**src/rtl/decoder_scan_n_if.sv**
```systemverilog
// rtl/decoder_scan_n_if.sv - switch/LED bundle for the scanning LED decoder
//
// Purpose: groups the board-side inputs and registered LED-side outputs of
//          decoder_scan_n into one interface.
// Signals:
//   enable   [EN_W]   enable code; the block is active only on a code match
//   switch   [SEL_W]  DIRECT: LED select; SCAN: start index on scan entry
//   mode     [1]      0 = DIRECT, 1 = SCAN
//   dir      [1]      scan direction: 0 = up, 1 = down
//   led      [OUT_W]  active-low one-hot LEDs (all ones = all off)
//   scan_idx [SEL_W]  current scan index
//   tick     [1]      one-cycle pulse on each scan step
// Modports: master drives the inputs, slave is the decoder itself.

interface decoder_scan_n_if #(
    parameter int SEL_W = 3,
    parameter int EN_W  = 3
);
    localparam int OUT_W = 2 ** SEL_W;

    logic [EN_W-1:0]  enable;
    logic [SEL_W-1:0] switch;
    logic             mode;
    logic             dir;
    logic [OUT_W-1:0] led;
    logic [SEL_W-1:0] scan_idx;
    logic             tick;

    modport master (
        output enable, switch, mode, dir,
        input  led, scan_idx, tick
    );

    modport slave (
        input  enable, switch, mode, dir,
        output led, scan_idx, tick
    );
endinterface

```
**src/rtl/decoder_scan_n.sv**
```systemverilog
// rtl/decoder_scan_n.sv - registered N-to-2^N active-low LED decoder with scan mode
//
// Purpose: drives one LED low either from the switch value (DIRECT) or from a
//          prescaled index that walks across the LEDs (SCAN). Any enable code
//          other than EN_MATCH blanks the bank. All outputs are registered.
// Ports:
//   clk  in  system clock, posedge
//   rst  in  synchronous reset, active-high
//   bus  decoder_scan_n_if.slave (enable, switch, mode, dir -> led, scan_idx, tick)
// Option: define DECODER_SCAN_PINGPONG_EN to make the scan bounce at the end
//         indices instead of wrapping; dir is then only latched on scan entry.

module decoder_scan_n #(
    parameter int             SEL_W    = 3,
    parameter int             EN_W     = 3,
    parameter logic [EN_W-1:0] EN_MATCH = 3'b100,
    parameter int             PRESCALE = 50000000
) (
    input  logic             clk,
    input  logic             rst,
    decoder_scan_n_if.slave  bus
);
    localparam int OUT_W = 2 ** SEL_W;
    localparam int CNT_W = (PRESCALE > 1) ? $clog2(PRESCALE) : 1;
    localparam logic [CNT_W-1:0] CNT_LAST = CNT_W'(PRESCALE - 1);
    localparam logic [SEL_W-1:0] IDX_MAX  = SEL_W'(OUT_W - 1);

    typedef enum logic [1:0] {
        S_IDLE   = 2'd0,
        S_DIRECT = 2'd1,
        S_SCAN   = 2'd2
    } state_t;

    state_t           r_state;
    state_t           w_next_state;
    logic [OUT_W-1:0] r_led;
    logic [SEL_W-1:0] r_idx;
    logic [CNT_W-1:0] r_cnt;
    logic             r_tick;

    logic [OUT_W-1:0] w_led_d;
    logic [SEL_W-1:0] w_idx_d;
    logic [CNT_W-1:0] w_cnt_d;
    logic             w_tick_d;
    logic [SEL_W-1:0] w_step_idx;

`ifdef DECODER_SCAN_PINGPONG_EN
    logic r_dir;
    logic w_dir_d;
    logic w_step_dir;

    // Bounce at the ends: the step that would wrap turns around instead.
    always_comb begin
        w_step_dir = r_dir;
        if (!r_dir) begin
            if (r_idx == IDX_MAX) begin
                w_step_idx = r_idx - SEL_W'(1);
                w_step_dir = 1'b1;
            end else begin
                w_step_idx = r_idx + SEL_W'(1);
            end
        end else begin
            if (r_idx == '0) begin
                w_step_idx = r_idx + SEL_W'(1);
                w_step_dir = 1'b0;
            end else begin
                w_step_idx = r_idx - SEL_W'(1);
            end
        end
    end
`else
    // Modulo-OUT_W wrap falls out of the SEL_W-bit arithmetic.
    always_comb begin
        w_step_idx = bus.dir ? (r_idx - SEL_W'(1)) : (r_idx + SEL_W'(1));
    end
`endif

    always_comb begin
        w_next_state = S_IDLE;
        w_led_d      = '1;
        w_idx_d      = '0;
        w_cnt_d      = '0;
        w_tick_d     = 1'b0;
`ifdef DECODER_SCAN_PINGPONG_EN
        w_dir_d      = r_dir;
`endif
        if (bus.enable == EN_MATCH) begin
            w_next_state = bus.mode ? S_SCAN : S_DIRECT;
        end

        // State rule is resolved first, so an enable drop or mode change on
        // a step cycle never produces a step or a tick.
        case (w_next_state)
            S_DIRECT: begin
                w_led_d = ~(OUT_W'(1) << bus.switch);
                w_idx_d = r_idx;
            end
            S_SCAN: begin
                if (r_state != S_SCAN) begin
                    w_idx_d = bus.switch;
                    w_led_d = ~(OUT_W'(1) << bus.switch);
`ifdef DECODER_SCAN_PINGPONG_EN
                    w_dir_d = bus.dir;
`endif
                end else if (r_cnt == CNT_LAST) begin
                    w_tick_d = 1'b1;
                    w_idx_d  = w_step_idx;
                    w_led_d  = ~(OUT_W'(1) << w_step_idx);
`ifdef DECODER_SCAN_PINGPONG_EN
                    w_dir_d  = w_step_dir;
`endif
                end else begin
                    w_cnt_d = r_cnt + CNT_W'(1);
                    w_idx_d = r_idx;
                    w_led_d = r_led;
                end
            end
            default: begin
            end
        endcase
    end

    always_ff @(posedge clk) begin
        if (rst) begin
            r_state <= S_IDLE;
            r_led   <= '1;
            r_idx   <= '0;
            r_cnt   <= '0;
            r_tick  <= 1'b0;
`ifdef DECODER_SCAN_PINGPONG_EN
            r_dir   <= 1'b0;
`endif
        end else begin
            r_state <= w_next_state;
            r_led   <= w_led_d;
            r_idx   <= w_idx_d;
            r_cnt   <= w_cnt_d;
            r_tick  <= w_tick_d;
`ifdef DECODER_SCAN_PINGPONG_EN
            r_dir   <= w_dir_d;
`endif
        end
    end

    assign bus.led      = r_led;
    assign bus.scan_idx = r_idx;
    assign bus.tick     = r_tick;
endmodule
```
**src/flat_wrapper.sv**
```systemverilog
// flat-port wrapper written by rule: the top's interface ports become plain ports
module decoder_scan_n_flat 
#(
    parameter int             SEL_W    = 3,
    parameter int             EN_W     = 3,
    parameter logic [EN_W-1:0] EN_MATCH = 3'b100,
    parameter int             PRESCALE = 50000000
)
  (clk, rst, bus_enable, bus_switch, bus_mode, bus_dir, bus_led, bus_scan_idx, bus_tick);
  decoder_scan_n_if #(.SEL_W(SEL_W), .EN_W(EN_W)) bus_i ();
  input  logic clk;
  input  logic rst;
  input wire logic [$bits(bus_i.enable)-1:0] bus_enable;
  input wire logic [$bits(bus_i.switch)-1:0] bus_switch;
  input wire logic [$bits(bus_i.mode)-1:0] bus_mode;
  input wire logic [$bits(bus_i.dir)-1:0] bus_dir;
  output wire logic [$bits(bus_i.led)-1:0] bus_led;
  output wire logic [$bits(bus_i.scan_idx)-1:0] bus_scan_idx;
  output wire logic [$bits(bus_i.tick)-1:0] bus_tick;
  assign bus_i.enable = bus_enable;
  assign bus_i.switch = bus_switch;
  assign bus_i.mode = bus_mode;
  assign bus_i.dir = bus_dir;
  assign bus_led = bus_i.led;
  assign bus_scan_idx = bus_i.scan_idx;
  assign bus_tick = bus_i.tick;
  decoder_scan_n #(.SEL_W(SEL_W), .EN_W(EN_W), .EN_MATCH(EN_MATCH), .PRESCALE(PRESCALE)) u_core (.clk(clk), .rst(rst), .bus(bus_i));
endmodule
```
**config.mk**
```make
export PLATFORM = sky130hd
export DESIGN_NAME = decoder_scan_n_flat
export DESIGN_NICKNAME = d
export VERILOG_FILES = /design/src/rtl/decoder_scan_n_if.sv /design/src/rtl/decoder_scan_n.sv /design/src/flat_wrapper.sv
export SDC_FILE = /design/constraint.sdc
export NUM_CORES = 1
export LEC_CHECK = 0
export BUFFER_PORTS_ARGS = -buffer_cell sky130_fd_sc_hd__buf_2
export CORE_MARGIN = 5
export CORE_UTILIZATION = 57
export CTS_CLUSTER_DIAMETER = 40
export DETAILED_ROUTE_END_ITERATION = 7
export PLACE_DENSITY = 0.88
export SLEW_MARGIN = 10
export SYNTH_ARGS = -nofsm -noshare
export SYNTH_HDL_FRONTEND = slang
export SYNTH_SLANG_ARGS = --single-unit
export TNS_END_PERCENT = 10
```
**constraint.sdc**
```tcl
create_clock -name clk -period 2.75 [get_ports clk]
set_input_delay 0.6875 -clock clk [delete_from_list [all_inputs] [get_ports clk]]
set_output_delay 0.6875 -clock clk [all_outputs]
set_load 0.02 [all_outputs]
```
==> results.ini, run 1 <==
[sta]
rsz0062_at_grt=false
slew_headroom_pct=52.07
hold_violations=0
clock-skew-final_ns=0.008122
tightest_slew_ns=0.7135
max_freq_mhz=430.5
period_needed_ns=2.323
setup-tns-final_ns=0
setup_violations=0
fin_crit_sh_pct=84.47
slew_violations=0

[worst_setup_path]
path_max_fanout=26
crit_path_start_kind=flop
crit_path_start=u_core.r_cnt[11]
reg2reg_depth=5
worstSetupEndpointType=flop
crit_required_ns=2.98
r2r_setup_slack_ns=0.43
r2r_start=u_core.r_cnt[11]
reg2reg_to=u_core.r_cnt[7]
worstSetupEndpoint=u_core.r_cnt[7]
path_class=flop to flop
arrival_ns=2.55

[synth]
ys_types=48
seq_area_frac_synth_pct=40.43
synth-warning-count=0
synth_fp_nets=242
synth-main-ff-cell=dfxtp_1
synth_edf_count=0
postSynth.asyncResetShare_pct=0
ys_ff_latch=40
synth_cells=225
avgSynthCellArea_um2=8.803
synth_area_um2=1981

[drt]
viasPerCell=5.517
dr.pass1.iters=4
routed_wl_um=3876
drtIter0Drc=101
post_drt_wl_per_cell_um=13.09
via_count=1633
drc=0
antenna_left=0

[grt]
grt_pass1_wl_um=6651
grt_pass1_vias=1498
track_usage_pct=19.01
grt_max_degree=27
antenna_found_initial=0
grt.overflow.total=0

[power_and_ir_drop]
leakage_nw=0.7559
peakVddDrop_v=0.0003662
p_per_area_nw_per_um2=423.0

[placement]
postPlaceCellArea_um2=2123
numPortBuffers=21
dp_hpwl_um=2896
place.gp.congestion=0.8811

[final_layout]
fin_area_um2=2177
nets=266
synthToLayoutAreaGrowth_pct=9.918
layout-drive-gt1-share_pct=15.20
antenna_cells=0

[cts]
postCtsHoldBufs=0
cts_made_buffers=5
cts_setup_buffers=0
post_cts_resized=0
clkLatencyLatePin_ns=0.35
htreeDepth=2
cts_tree=built
clockBufferDepth=2
root_buffer=clkbuf_4
cts_sinks=40
clk_pin_slew_ns=0.11

[floorplanning]
die-area_um2=4753
dieWidth_um=68.95
die_h_um=68.95
core_um2=3363
io_pins=22
start_util_pct=58.89
rows=21

[outcome]
run_status=completed

[flow_run]
maxCapViolCount=0

[min_path]
hp-class=flop to flop

-- layer usage --
metal | vias to the layer above | routed length, um | part of all wire, % | global-route usage, %
li1 | 838 | - | - | -
met1 | 734 | 1687 | 44 | 22.52
met2 | 53 | 1843 | 48 | 32.02
met3 | 8 | 260 | 6.7 | 5.348
met4 | 0 | 84 | 2.2 | 8.029
met5 | - | 0 | 0 | 0
-- area by class of cell --
| type | instances | area, um^2 |
|---|---|---|
| clock buffer | 7 | 45.04 |
| clock inverter | 1 | 8.758 |
| fill | 302 | 1186 |
| inverter | 9 | 33.78 |
| multi-input combinational | 169 | 1104 |
| sequential | 40 | 800.8 |
| tap | 46 | 57.56 |
| timing repair buffer | 24 | 127.6 |
-- cells in the mapped netlist, types with 2 or more instances --
cell      count  share of area (%)
o21ai_0       5                1.3
or3b_2        2               0.88
nand3_1      10                2.5
nor2_1       36                6.8
nor4_1        3               0.95
inv_1         9                1.7
xor2_1       15                6.6
nand2b_1      3               0.95
xnor2_1      12                5.3
ha_1          6                3.8
a221o_1       3                1.5
and4_1        3                1.3
a31oi_1       4                1.3
a21oi_1       5                1.3
nor2b_1       3               0.95
nor3_1        4                1.0
nand4_1       9                2.8
buf_4         2               0.76
clkbuf_1      3               0.57
dfxtp_1      40                 40
nand2_1      16                3.0
and3_1        5                1.6
or4_4         2                1.1
-- power by group --
part / internal [mW] / switching (mW)
registers: 0.581 / 0.00129
logic: 0.0173 / 0.0288
clock network: 0.103 / 0.190
total: 0.701 / 0.220
-- sequential cells by signal, indices dropped and copies added, names as in the netlist --
name,flops
u_core.bus.led,8
u_core.r_state,2
u_core.r_cnt,26
u_core.bus.scan_idx,3
u_core.bus.tick,1
-- metrics by stage --
step / worst slack [ns] / total power [mW] / hold slack [ns] / instances / utilization (%)
finish: 0.4270 / 0.9209 / 0.4748 / 296 / 64.73
CTS: 0.4143 / 0.9302 / 0.4784 / 296 / 64.73
global route: 0.2881 / 0.9694 / 0.5070 / 296 / 64.73
global placement: 0.3722 / 0.6391 / 0.4433 / 288 / 63.13
detailed placement: 0.2519 / 0.6408 / 0.4509 / 288 / 63.13
floorplan: 0.5798 / 0.6233 / 0.4298 / 225 / -
-- worst min path at each step --
stage | startpoint | to | slack (ns) | cells past startpoint
after floorplan | u_core.r_cnt[0] | u_core.r_cnt[0] | 0.43 | 1
after global placement | u_core.bus.led[7] | u_core.bus.led[7] | 0.44 | 2
after detailed placement | u_core.r_cnt[0] | u_core.r_cnt[0] | 0.45 | 1
after CTS | u_core.r_cnt[0] | u_core.r_cnt[0] | 0.48 | 1
after global routing | u_core.r_cnt[0] | u_core.r_cnt[0] | 0.51 | 1
final | u_core.r_cnt[0] | u_core.r_cnt[0] | 0.47 | 1
-- cell usage in the layout (no fill, tap or decap), types with 2 or more instances in the layout --
| master | instances |
|---|---|
| nor3_1 | 4 |
| nand3_1 | 10 |
| nor2b_1 | 3 |
| xnor2_1 | 12 |
| a21oi_1 | 5 |
| buf_2 | 21 |
| nand4_1 | 9 |
| nand2b_1 | 3 |
| and4_1 | 3 |
| nand2_1 | 16 |
| a31oi_1 | 4 |
| buf_4 | 3 |
| and3_1 | 5 |
| clkbuf_1 | 2 |
| inv_1 | 9 |
| ha_1 | 6 |
| nor2_1 | 36 |
| a221o_1 | 3 |
| o21ai_0 | 5 |
| xor2_1 | 15 |
| clkbuf_4 | 5 |
| or4_4 | 2 |
| dfxtp_1 | 40 |
| or3b_2 | 2 |
| nor4_1 | 3 |
-- cells by family (layout without fill, tap and decap cells) --
family	count (synthesis)	count (layout)	share of synthesized area [%]
AO/OA/AOI/OAI	29	29	10.93
XOR/XNOR	27	27	11.94
adder cells (fa/ha/maj)	7	7	4.801
buffers and inverters	16	41	3.853
flip-flops	40	40	40.43
multiplexers	1	1	0.5054
AND/OR/NAND/NOR	105	105	27.54
-- critical path, stage by stage, from the launching register on --
cell and delay, ns:
dfxtp_1 0.37, or4_4 0.53, or4_4 0.55, o21ai_2 0.18
or2_2 0.45, nor2_1 0.11
Note: power is estimated with default switching activity, not from simulation.
==> run 2, diff against run 1 <==
Settings changed: ABC_AREA set to 1, CORE_UTILIZATION 57 to 59, PLACE_DENSITY 0.88 to 0.89.
Clock period 2.75 ns to 2.2 ns, I/O delays scaled along.
==> results.ini, run 2 <==
[placement]
pre_cts_ws_ns=0.2092  ; was 0.2519 ns
dp_hpwl_um=3828  ; was 2896 um
place.gp.congestion=0.9624  ; was 0.8811
numPortBuffers=21  ; unchanged
postPlaceCellArea_um2=2484  ; was 2123 um^2

[drt]
post_drt_wl_per_cell_um=11.63  ; was 13.09 um
wl_met1_um=2199  ; was 1687 um
route.met3.wl_um=238  ; was 260 um
antenna_left=0  ; unchanged
top_layer=met4  ; unchanged
routed_wl_um=5000  ; was 3876 um
dr.pass1.iters=7  ; was 4
viasPerCell=5.321  ; was 5.517
drc=0  ; unchanged
dr_wl_met2_um=2421  ; was 1843 um
drtIter0Drc=184  ; was 101
via_count=2288  ; was 1,633

[synth]
postSynth.asyncResetShare_pct=0  ; unchanged
synth_area_um2=2318  ; was 1981 um^2
synth_cells=355  ; was 225
yosys-top-cells-area=dfxtp_1, nand2_1, nand3_1, nor2_1, inv_1  ; was dfxtp_1, nor2_1, xor2_1, xnor2_1, ha_1
avgSynthCellArea_um2=6.531  ; was 8.803 um^2
synth-main-ff-cell=dfxtp_1  ; unchanged
yosys.area.top_type_share_pct=34.54  ; was 40.43%
synth_most_common_cell=nand2_1  ; was dfxtp_1
ys_types=32  ; was 48
synth_top_area_cell=dfxtp_1  ; unchanged
seq_area_frac_synth_pct=34.54  ; was 40.43%
ys_ff_latch=40  ; unchanged
synth-warning-count=0  ; unchanged
synth_edf_count=0  ; unchanged
synth_fp_nets=372  ; was 242
synth_top_cells_by_count=nand2_1, nor2_1, nand3_1  ; was dfxtp_1, nor2_1, nand2_1

[worst_setup_path]
path_max_fanout=15  ; was 26
crit_required_ns=2.39  ; was 2.98 ns
worstSetupEndpointType=flop  ; unchanged
crit_path_start_kind=flop  ; unchanged
path_class=flop to flop  ; unchanged
arrival_ns=2.03  ; was 2.55 ns

[power_and_ir_drop]
p_per_area_nw_per_um2=510.4  ; was 423.0 nW/um^2
leakage_nw=1.102  ; was 0.7559 nW
peakVddDrop_v=0.0002657  ; was 0.0003662 V

[final_layout]
fin_util_pct=68.82  ; was 64.73%
multi_input_area_um2=1297  ; was 1104 um^2
layout_common_cells=nand2_1, nor2_1, nand3_1, inv_1, dfxtp_1  ; was dfxtp_1, nor2_1, buf_2, nand2_1, xor2_1
fill_cells=337  ; was 302
regMostFlops=u_core.r_cnt  ; unchanged
final_common_cell=nand2_1  ; was dfxtp_1
regArea_um2=800.8  ; unchanged
layout-drive-gt1-share_pct=12.04  ; was 15.20%
largest_register_ffs=26  ; unchanged
antenna_cells=0  ; unchanged
nets=398  ; was 266
fin_area_um2=2576  ; was 2177 um^2
synthToLayoutAreaGrowth_pct=11.12  ; was 9.918%

[sta]
fin_crit_sh_pct=83.70  ; was 84.47%
finalWorstSetupSlack_ns=0.3586  ; was 0.4270 ns
rsz0062_at_grt=false  ; unchanged
setup_violations=0  ; unchanged
tightest_slew_ns=0.5247  ; was 0.7135 ns
setup-tns-final_ns=0  ; unchanged
period_needed_ns=1.841  ; was 2.323 ns
clock-skew-final_ns=0.007548  ; was 0.008122 ns
max_freq_mhz=543.1  ; was 430.5 MHz
hold_violations=0  ; unchanged
slew_headroom_pct=64.70  ; was 52.07%
slew_violations=0  ; unchanged

[cts]
cts_made_buffers=5  ; unchanged
cts_tree=built  ; unchanged
post_cts_resized=0  ; unchanged
root_buffer=clkbuf_8  ; was clkbuf_4
clk_pin_slew_ns=0.07  ; was 0.11 ns
postCtsHoldBufs=0  ; unchanged
htreeDepth=2  ; unchanged
cts_setup_buffers=0  ; unchanged
clockBufferDepth=2  ; unchanged
clkLatencyLatePin_ns=0.30  ; was 0.35 ns
cts_sinks=40  ; unchanged

[floorplanning]
io_pins=22  ; unchanged
start_util_pct=61.93  ; was 58.89%
dieWidth_um=72.69  ; was 68.95 um
rows=22  ; was 21
core_um2=3744  ; was 3363 um^2
die-area_um2=5283  ; was 4753 um^2
die_h_um=72.69  ; was 68.95 um

[grt]
grt_pass1_wl_um=8769  ; was 6651 um
grt_max_degree=16  ; was 27
track_usage_pct=20.53  ; was 19.01%
grt_pass1_vias=2081  ; was 1,498
grt.overflow.total=0  ; unchanged
antenna_found_initial=0  ; unchanged

[min_path]
hp-class=flop to flop  ; unchanged

[flow_run]
maxCapViolCount=0  ; unchanged

[outcome]
run_status=completed  ; unchanged

## run 2: cell count changes after synthesis, moves of 6 or more
cell,previous run,this run
nand2_1,16,82
nand3_1,10,47
inv_1,9,45
nor2_1,36,61
xnor2_1,12,1
xor2_1,15,7
a21oi_1,5,12
o21ai_0,5,11
## run 2: critical path: stages (launching register included)
cell,delay [ns]
dfxtp_1,0.37
ha_1,0.20
nand2_1,0.07
nor2_1,0.09
nand2_1,0.11
nor2_1,0.10
nand3_1,0.21
nand2_4,0.23
nor2_2,0.04
buf_4,0.16
o21ai_0,0.09
nor2_1,0.05
## run 2: final timing paths
check,startpoint,endpoint,slack (ns),depth (start not counted)
hold reg to reg,u_core.r_cnt[0],u_core.r_cnt[0],0.48,1
setup reg to reg,u_core.r_cnt[0],u_core.r_cnt[19],0.36,11
setup / recovery,u_core.r_cnt[0],u_core.r_cnt[19],0.36,11
hold / removal,u_core.r_cnt[0],u_core.r_cnt[0],0.48,1
## run 2: final cells by class
type	count	area share, %
Multi-Input combinational cell	260	50.36
Clock buffer	6	3.205
Inverter	48	7.091
Timing Repair Buffer	26	5.537
Clock inverter	2	0.3885
Tap cell	48	2.331
Sequential cell	40	31.08
## run 2: routing by layer
layer / global-route usage [%] / vias to the layer above
met5: 0 / -
met4: 10.45 / 0
met2: 34.07 / 81
met3: 3.857 / 16
met1: 25.19 / 1012
li1: - / 1179
## run 2: report_power, final
group | internal (mW) | leakage (nW) | switching, mW | total (mW)
clock | 0.250 | 0.0510 | 0.252 | 0.502
combinational | 0.0275 | 0.728 | 0.0556 | 0.0832
sequential | 0.727 | 0.323 | 0.00280 | 0.730
total | 1.00 | 1.10 | 0.310 | 1.31
## run 2: stage by stage
stage / cells / total power, mW / hold slack (ns)
detailed placement: 422 / 0.8297 / 0.4642
global route: 430 / 1.372 / 0.4889
CTS: 430 / 1.323 / 0.4817
global placement: 422 / 0.8277 / 0.4333
floorplan: 355 / 0.8001 / 0.4173
finish: 430 / 1.315 / 0.4765
## run 2: kinds of logic after synthesis
| logic type | synth area share [%] |
|---|---|
| flip-flops | 34.54 |
| buffers and inverters | 9.498 |
| XOR/XNOR | 3.022 |
| adder cells (fa/ha/maj) | 4.101 |
| AO/OA/AOI/OAI | 6.962 |
| AND/OR/NAND/NOR | 41.88 |
